[src/rtl/hazard_scoreboard_pkg.sv]
// Shared constants for the hazard scoreboard: record field widths, default latencies, forward-select encoding.
package hazard_scoreboard_pkg;

  localparam int unsigned REG_W          = 5;
  localparam int unsigned DEF_NSTAGE     = 3;
  localparam int unsigned DEF_TW         = 2;
  localparam int unsigned DEF_MUL_CYCLES = 5;
  localparam int unsigned DEF_DIV_CYCLES = 10;
  localparam int unsigned SEL_GRF        = 0;

endpackage

[src/rtl/hazard_scoreboard_if.sv]
// D-stage hazard bus: decoded D instruction in, stall/forward/MDU status out.
interface hazard_scoreboard_if
  import hazard_scoreboard_pkg::*;
#(
  parameter int unsigned NSTAGE = DEF_NSTAGE,
  parameter int unsigned TW     = DEF_TW
);
  localparam int unsigned SW = $clog2(NSTAGE + 1);

  logic             d_valid;
  logic [REG_W-1:0] d_rs;
  logic [REG_W-1:0] d_rt;
  logic             d_use_rs;
  logic             d_use_rt;
  logic [TW-1:0]    d_tuse_rs;
  logic [TW-1:0]    d_tuse_rt;
  logic             d_we;
  logic [REG_W-1:0] d_dst;
  logic [TW-1:0]    d_tnew;
  logic             d_md_start;
  logic             d_md_div;
  logic             d_md_use;

  logic             stall;
  logic [SW-1:0]    fwd_rs_sel;
  logic             fwd_rs_ready;
  logic [SW-1:0]    fwd_rt_sel;
  logic             fwd_rt_ready;
  logic             md_busy;

  modport master (
    output d_valid, d_rs, d_rt, d_use_rs, d_use_rt, d_tuse_rs, d_tuse_rt,
           d_we, d_dst, d_tnew, d_md_start, d_md_div, d_md_use,
    input  stall, fwd_rs_sel, fwd_rs_ready, fwd_rt_sel, fwd_rt_ready, md_busy
  );

  modport slave (
    input  d_valid, d_rs, d_rt, d_use_rs, d_use_rt, d_tuse_rs, d_tuse_rt,
           d_we, d_dst, d_tnew, d_md_start, d_md_div, d_md_use,
    output stall, fwd_rs_sel, fwd_rs_ready, fwd_rt_sel, fwd_rt_ready, md_busy
  );

endinterface

[src/rtl/hazard_scoreboard_md_counter.sv]
// Multiply/divide busy countdown: loads the operation latency, counts down to idle.
module hs_md_counter
  import hazard_scoreboard_pkg::*;
#(
  parameter int unsigned MUL_CYCLES = DEF_MUL_CYCLES,
  parameter int unsigned DIV_CYCLES = DEF_DIV_CYCLES,
  parameter int unsigned CW         = $clog2(DIV_CYCLES + 1)
) (
  input  logic clk,
  input  logic reset,
  input  logic load_i,
  input  logic div_i,
  output logic busy_o
);

  logic [CW-1:0] cnt_q, cnt_d;

  // Next count: a new load takes priority over the running decrement.
  always_comb begin
    cnt_d = cnt_q;
    if (load_i) begin
      cnt_d = div_i ? CW'(DIV_CYCLES) : CW'(MUL_CYCLES);
    end else if (cnt_q != '0) begin
      cnt_d = cnt_q - CW'(1);
    end
  end

  // Counter register; reset abandons any operation in flight.
  always_ff @(posedge clk) begin
    if (reset) cnt_q <= '0;
    else       cnt_q <= cnt_d;
  end

  assign busy_o = (cnt_q != '0);

endmodule

[src/rtl/hazard_scoreboard.sv]
// Pipeline hazard scoreboard: per-stage writer records, Tuse/Tnew stall rule, forward select, MDU busy.
module hazard_scoreboard
  import hazard_scoreboard_pkg::*;
#(
  parameter int unsigned NSTAGE     = DEF_NSTAGE,
  parameter int unsigned TW         = DEF_TW,
  parameter int unsigned MUL_CYCLES = DEF_MUL_CYCLES,
  parameter int unsigned DIV_CYCLES = DEF_DIV_CYCLES
) (
  input  logic               clk,
  input  logic               reset,
  hazard_scoreboard_if.slave bus
);

  localparam int unsigned SW = $clog2(NSTAGE + 1);

  logic [NSTAGE-1:0]            rec_we_q;
  logic [NSTAGE-1:0][REG_W-1:0] rec_dst_q;
  logic [NSTAGE-1:0][TW-1:0]    rec_tnew_q;

  logic [NSTAGE-1:0] match_rs_c, match_rt_c;
  logic              rs_hit_c, rt_hit_c;
  logic [SW-1:0]     rs_sel_c, rt_sel_c;
  logic [TW-1:0]     rs_tnew_c, rt_tnew_c;
  logic              stall_rs_c, stall_rt_c, stall_md_c, stall_c;
  logic              md_busy_c, md_load_c;

  genvar k;
  generate
    for (k = 0; k < NSTAGE; k++) begin : g_stage
      // Register 0 is hard-wired, so it never matches a writer.
      assign match_rs_c[k] = rec_we_q[k] && (rec_dst_q[k] == bus.d_rs) && (bus.d_rs != '0);
      assign match_rt_c[k] = rec_we_q[k] && (rec_dst_q[k] == bus.d_rt) && (bus.d_rt != '0);

      if (k == 0) begin : g_entry
        // E-stage record: the D instruction enters unless it is stalled or a bubble.
        always_ff @(posedge clk) begin
          if (reset || stall_c || !bus.d_valid) begin
            rec_we_q[0]   <= 1'b0;
            rec_dst_q[0]  <= '0;
            rec_tnew_q[0] <= '0;
          end else begin
            rec_we_q[0]   <= bus.d_we;
            rec_dst_q[0]  <= bus.d_dst;
            rec_tnew_q[0] <= bus.d_tnew;
          end
        end
      end else begin : g_shift
        // Later stages: advance the record, Tnew counts down and saturates at 0.
        always_ff @(posedge clk) begin
          if (reset) begin
            rec_we_q[k]   <= 1'b0;
            rec_dst_q[k]  <= '0;
            rec_tnew_q[k] <= '0;
          end else begin
            rec_we_q[k]   <= rec_we_q[k-1];
            rec_dst_q[k]  <= rec_dst_q[k-1];
            rec_tnew_q[k] <= (rec_tnew_q[k-1] != '0) ? rec_tnew_q[k-1] - TW'(1) : '0;
          end
        end
      end
    end
  endgenerate

  // Priority pick: scan oldest to youngest so the youngest matching writer wins.
  always_comb begin
    rs_hit_c  = 1'b0;
    rs_sel_c  = SW'(SEL_GRF);
    rs_tnew_c = '0;
    rt_hit_c  = 1'b0;
    rt_sel_c  = SW'(SEL_GRF);
    rt_tnew_c = '0;
    for (int i = int'(NSTAGE) - 1; i >= 0; i--) begin
      if (match_rs_c[i]) begin
        rs_hit_c  = 1'b1;
        rs_sel_c  = SW'(i + 1);
        rs_tnew_c = rec_tnew_q[i];
      end
      if (match_rt_c[i]) begin
        rt_hit_c  = 1'b1;
        rt_sel_c  = SW'(i + 1);
        rt_tnew_c = rec_tnew_q[i];
      end
    end
  end

  // Stall when the producer is later than the consumer's need, or the MDU is occupied.
  always_comb begin
    stall_rs_c = bus.d_valid && bus.d_use_rs && rs_hit_c && (rs_tnew_c > bus.d_tuse_rs);
    stall_rt_c = bus.d_valid && bus.d_use_rt && rt_hit_c && (rt_tnew_c > bus.d_tuse_rt);
    stall_md_c = bus.d_valid && bus.d_md_use && md_busy_c;
    stall_c    = stall_rs_c | stall_rt_c | stall_md_c;
    md_load_c  = bus.d_valid && bus.d_md_start && !stall_c;
  end

  hs_md_counter #(
    .MUL_CYCLES (MUL_CYCLES),
    .DIV_CYCLES (DIV_CYCLES)
  ) u_md_counter (
    .clk    (clk),
    .reset  (reset),
    .load_i (md_load_c),
    .div_i  (bus.d_md_div),
    .busy_o (md_busy_c)
  );

  assign bus.stall        = stall_c;
  assign bus.fwd_rs_sel   = rs_sel_c;
  assign bus.fwd_rs_ready = rs_hit_c && (rs_tnew_c == '0);
  assign bus.fwd_rt_sel   = rt_sel_c;
  assign bus.fwd_rt_ready = rt_hit_c && (rt_tnew_c == '0);
  assign bus.md_busy      = md_busy_c;

endmodule

[src/flat_wrapper.sv]
// flat-port wrapper written by rule: the top's interface ports become plain ports
module hazard_scoreboard_flat import hazard_scoreboard_pkg::*;
#(
  parameter int unsigned NSTAGE     = DEF_NSTAGE,
  parameter int unsigned TW         = DEF_TW,
  parameter int unsigned MUL_CYCLES = DEF_MUL_CYCLES,
  parameter int unsigned DIV_CYCLES = DEF_DIV_CYCLES
)
  (clk, reset, bus_d_valid, bus_d_rs, bus_d_rt, bus_d_use_rs, bus_d_use_rt, bus_d_tuse_rs, bus_d_tuse_rt, bus_d_we, bus_d_dst, bus_d_tnew, bus_d_md_start, bus_d_md_div, bus_d_md_use, bus_stall, bus_fwd_rs_sel, bus_fwd_rs_ready, bus_fwd_rt_sel, bus_fwd_rt_ready, bus_md_busy);
  hazard_scoreboard_if #(.NSTAGE(NSTAGE), .TW(TW)) bus_i ();
  input  logic clk;
  input  logic reset;
  input wire logic [$bits(bus_i.d_valid)-1:0] bus_d_valid;
  input wire logic [$bits(bus_i.d_rs)-1:0] bus_d_rs;
  input wire logic [$bits(bus_i.d_rt)-1:0] bus_d_rt;
  input wire logic [$bits(bus_i.d_use_rs)-1:0] bus_d_use_rs;
  input wire logic [$bits(bus_i.d_use_rt)-1:0] bus_d_use_rt;
  input wire logic [$bits(bus_i.d_tuse_rs)-1:0] bus_d_tuse_rs;
  input wire logic [$bits(bus_i.d_tuse_rt)-1:0] bus_d_tuse_rt;
  input wire logic [$bits(bus_i.d_we)-1:0] bus_d_we;
  input wire logic [$bits(bus_i.d_dst)-1:0] bus_d_dst;
  input wire logic [$bits(bus_i.d_tnew)-1:0] bus_d_tnew;
  input wire logic [$bits(bus_i.d_md_start)-1:0] bus_d_md_start;
  input wire logic [$bits(bus_i.d_md_div)-1:0] bus_d_md_div;
  input wire logic [$bits(bus_i.d_md_use)-1:0] bus_d_md_use;
  output wire logic [$bits(bus_i.stall)-1:0] bus_stall;
  output wire logic [$bits(bus_i.fwd_rs_sel)-1:0] bus_fwd_rs_sel;
  output wire logic [$bits(bus_i.fwd_rs_ready)-1:0] bus_fwd_rs_ready;
  output wire logic [$bits(bus_i.fwd_rt_sel)-1:0] bus_fwd_rt_sel;
  output wire logic [$bits(bus_i.fwd_rt_ready)-1:0] bus_fwd_rt_ready;
  output wire logic [$bits(bus_i.md_busy)-1:0] bus_md_busy;
  assign bus_i.d_valid = bus_d_valid;
  assign bus_i.d_rs = bus_d_rs;
  assign bus_i.d_rt = bus_d_rt;
  assign bus_i.d_use_rs = bus_d_use_rs;
  assign bus_i.d_use_rt = bus_d_use_rt;
  assign bus_i.d_tuse_rs = bus_d_tuse_rs;
  assign bus_i.d_tuse_rt = bus_d_tuse_rt;
  assign bus_i.d_we = bus_d_we;
  assign bus_i.d_dst = bus_d_dst;
  assign bus_i.d_tnew = bus_d_tnew;
  assign bus_i.d_md_start = bus_d_md_start;
  assign bus_i.d_md_div = bus_d_md_div;
  assign bus_i.d_md_use = bus_d_md_use;
  assign bus_stall = bus_i.stall;
  assign bus_fwd_rs_sel = bus_i.fwd_rs_sel;
  assign bus_fwd_rs_ready = bus_i.fwd_rs_ready;
  assign bus_fwd_rt_sel = bus_i.fwd_rt_sel;
  assign bus_fwd_rt_ready = bus_i.fwd_rt_ready;
  assign bus_md_busy = bus_i.md_busy;
  hazard_scoreboard #(.NSTAGE(NSTAGE), .TW(TW), .MUL_CYCLES(MUL_CYCLES), .DIV_CYCLES(DIV_CYCLES)) u_core (.clk(clk), .reset(reset), .bus(bus_i));
endmodule
[config.mk]
export PLATFORM = sky130hd
export DESIGN_NAME = hazard_scoreboard_flat
export DESIGN_NICKNAME = d
export VERILOG_FILES = /design/src/rtl/hazard_scoreboard_pkg.sv /design/src/rtl/hazard_scoreboard_if.sv /design/src/rtl/hazard_scoreboard_md_counter.sv /design/src/rtl/hazard_scoreboard.sv /design/src/flat_wrapper.sv
export SDC_FILE = /design/constraint.sdc
export NUM_CORES = 1
export LEC_CHECK = 0
export ABC_AREA = 1
export CAP_MARGIN = 5
export CORE_MARGIN = 3
export CORE_UTILIZATION = 47
export DETAILED_ROUTE_END_ITERATION = 7
export HOLD_SLACK_MARGIN = 0.12
export PLACE_DENSITY = 0.8
export SETUP_SLACK_MARGIN = 0.15
export SLEW_MARGIN = 30
export SYNTH_ARGS = -nofsm -noshare
export SYNTH_HDL_FRONTEND = slang
export SYNTH_HIERARCHICAL = 1
export SYNTH_SLANG_ARGS = --single-unit
[constraint.sdc]
create_clock -name clk -period 3.3 [get_ports clk]
set_clock_uncertainty 0.05 [all_clocks]
set_input_delay 0.825 -clock clk [delete_from_list [all_inputs] [get_ports clk]]
set_output_delay 0.825 -clock clk [all_outputs]
set_load 0.005 [all_outputs]
==> summary.txt <==
Clock network
  – CTS tree: done
  – Longest Clk Path Bufs: 2
  – CTS H-tree depth: 1
  – Clock slew at reported path FFs: 90 ps
  – Worst-Skew Late Latency: 260 ps
  – CTS Sinks: 28
  – CTS buffer count: 3
  – Clock root buffer: clkbuf_8

Floorplan
  – Chip Height: 70.16 um
  – Std cell rows: 22
  – Die area: 4922 um^2
  – Die W: 70.16 um
  – Io pins: 38
  – Initial Util: 0.5092
  – CORE AREA: 3799 um^2

Detailed routing
  – DRT Pass-1 Iters: 4
  – DRT iter0 DRCs: 145
  – Drt wl/cell: 12.50 um
  – Drc violations: 0
  – Routed vias/inst: 4.876
  – Detailed Route WL: 5.239 mm
  – Routed via count: 2043
  – DRT antenna net count: 0

Placement
  – Place WS: -1072 ps
  – PortBufs: 37
  – Gpl congestion: 0.9353
  – Area after DPL: 2505 um^2
  – DP HPWL: 3.758 mm

Worst setup path
  – CP arrival: 2570 ps
  – Critical path fanouts, max: 5
  – CP cell instances: buf_12 > inv_8 > nand3_4 > nor2_4 > nor2_4 > nand2_4 > nand2_2 > nor2_1 > nor2_1 > nor2_2 > inv_2 > ha_4 > a211oi_2 > nand2_4 > nand3_2 > buf_2
  – Highest-delay cell along the critical path: a211oi_2
  – Worst EP required: 2420 ps
  – Worst Setup SP: bus_d_rt[3]
  – WS Path Type: input pin to output port
  – Crit end category: output port
  – Reg2reg start: u_core/rec_dst_q[2]$_SDFF_PP0_
  – Crit-path max cell delay: 270 ps
  – Crit start category: input pin

Power
  – Max VDD drop: 0.0003366 V
  – Pleak: 1.419 nW
  – Cell Pwr Density: 341.3 nW/um^2

Cells and area
  – Layout cells sized above 1: 0.3531
  – Final Core Density: 0.7513
  – Area grow syn2layout: 47.54%
  – Design area: 2854 um^2
  – Fin nets: 410
  – N_diodes: 0

Synthesis
  – Number of synthesized flops with an enable pin: 0
  – Netlist cell types: 26
  – Largest area contributor in the netlist: dfxtp_1
  – Mapped Nets: 342
  – Main flop type after synthesis: dfxtp_1
  – Yosys reg bits: 28
  – Synth async-reset ratio: 0
  – Synth Cell Area: 1934 um^2
  – Most common cell in the netlist: nand2_1
  – Yosys Warn Count: 6
  – Syn avg cell area: 6.363 um^2
  – Post-Synthesis Cells: 304
  – Share of the yosys chip area belonging to registers: 0.2898
  – Synth top cells by count: 88 x nand2_1, 50 x inv_1, 31 x nor2_1
  – Synth top area cells: dfxtp_1 29%, nand2_1 17%, inv_1 9.7%
  – Top cell type's share of synthesized area: 0.2898

Hold path
  – Min-delay worst type: flip-flop to flip-flop
  – Hold Path Origin: u_core/rec_tnew_q[2]$_SDFF_PP0_

Timing
  – Actual slew at the worst max-slew pin: 271.8 ps
  – Final period utilization: 1.043
  – Rel. slew slack: 0.8185
  – Setup ws final: -142.8 ps
  – Min cycle time layout: 3443 ps
  – Final slew viol count: 0
  – Unrepaired setup endpoints after global routing: true
  – WHS: 445.7 ps
  – Finish-stage setup viols: 1
  – Fmax: 0.2905 GHz
  – Final Hold Viols: 0

GRT
  – Gr usage total: 0.2058
  – Initial antenna violation count: 0
  – Largest net degree at the start of global routing: 19
  – Total global routing overflow: 0
  – First-pass GRT wire length: 8.349 mm
  – Vias in the first global route: 1960

Run status
  – Status: complete, but fails checks
  – Violated checks: setup timing

Flow run
  – Max Cap Violations: 0
==> flip-flops by register name, summed over array words and instances (netlist names) <==
name and cells:
u_core/rec_dst_q 15, u_core/rec_tnew_q 6, u_core/rec_we_q 3, u_core/u_md_counter/cnt_q 4
==> worst paths after layout <==
kind	endpoint	slack, ps	cells after the start
min	u_core/rec_tnew_q[4]$_SDFF_PP0_	450	1
min reg2reg	u_core/rec_tnew_q[4]$_SDFF_PP0_	450	1
max reg2reg	u_core/u_md_counter/cnt_q[0]$_SDFFE_PP0P_	610	20
max	bus_stall	-140	16
==> per-layer routing <==
layer  GRT usage  share of wire  vias up
li1            -              -     1053
met4     0.07234          0.029        0
met1      0.2646           0.43      920
met3     0.01871          0.047       14
met2      0.3568           0.49       56
met5           0              0        -
==> where the power goes <==
| group | internal, mW | total, mW | switching, mW |
|---|---|---|---|
| Combinational | 0.161 | 0.363 | 0.203 |
| Clock | 0.107 | 0.206 | 0.0991 |
| Sequential | 0.375 | 0.405 | 0.0304 |
==> worst max-delay path, delay by kind of cell <==
family	cells	cell delay, ps
AND/OR/NAND/NOR	10	940
AO/OA/AOI/OAI	1	270
adder cells (fa/ha/maj)	1	210
buffers and inverters	4	340
==> metrics by stage <==
| stage | TNS [ps] | cells | total power, mW |
|---|---|---|---|
| 6_report | -142.8 | 419 | 0.9741 |
| 5_1_grt | -268.6 | 419 | 1.047 |
| 4_1_cts | -157.1 | 414 | 0.9579 |
| 3_5_place_dp | -5113 | 406 | 0.7406 |
| 3_3_place_gp | -4559 | 406 | 0.7275 |
| 2_1_floorplan | 0 | 304 | 0.6170 |
==> placed cells by master (no fill, tap or decap), types with 5 or more instances in the layout <==
cell	synthesis	final
nand2_1	88	79
inv_1	50	45
buf_4	0	29
dfxtp_1	28	28
nor2_1	31	27
clkdlybuf4s50_1	0	21
nor2_2	17	17
nand2_2	4	12
nand3_2	6	12
nand3_1	17	9
inv_2	10	9
nor2_4	3	7
a21oi_1	10	6
inv_4	0	5
o21ai_0	5	5
nand2_4	4	5
ha_1	8	5
==> area by class of cell <==
type,count,area [um^2]
Fill cell,282,944.7
Tap cell,48,60.06
Inverter,63,271.5
Clock buffer,4,55.05
Sequential cell,28,560.5
Multi-Input combinational cell,211,1328
Timing Repair Buffer,65,579.3
==> kinds of logic (layout without fill, tap and decap cells) <==
logic type,after synthesis,count (layout),synth area share
AOI/OAI and AO/OA,22,22,0.06274
buffers and inverters,65,132,0.1261
adders and majority gates,8,8,0.05175
xor gates and xnor gates,2,2,0.009057
and+or+nand+nor,179,179,0.4605
DFF,28,28,0.2898
==> timing repair <==
| item | in CTS | in global routing |
|---|---|---|
| setup buffers | 4 | 5 |
| gates resized for setup | 82 | 46 |
| pin swaps | 26 | 29 |
| setup endpoints to repair | 11 | 9 |
| hold buffers | 0 | 0 |
No activity file was read; power rests on OpenSTA's default activity.
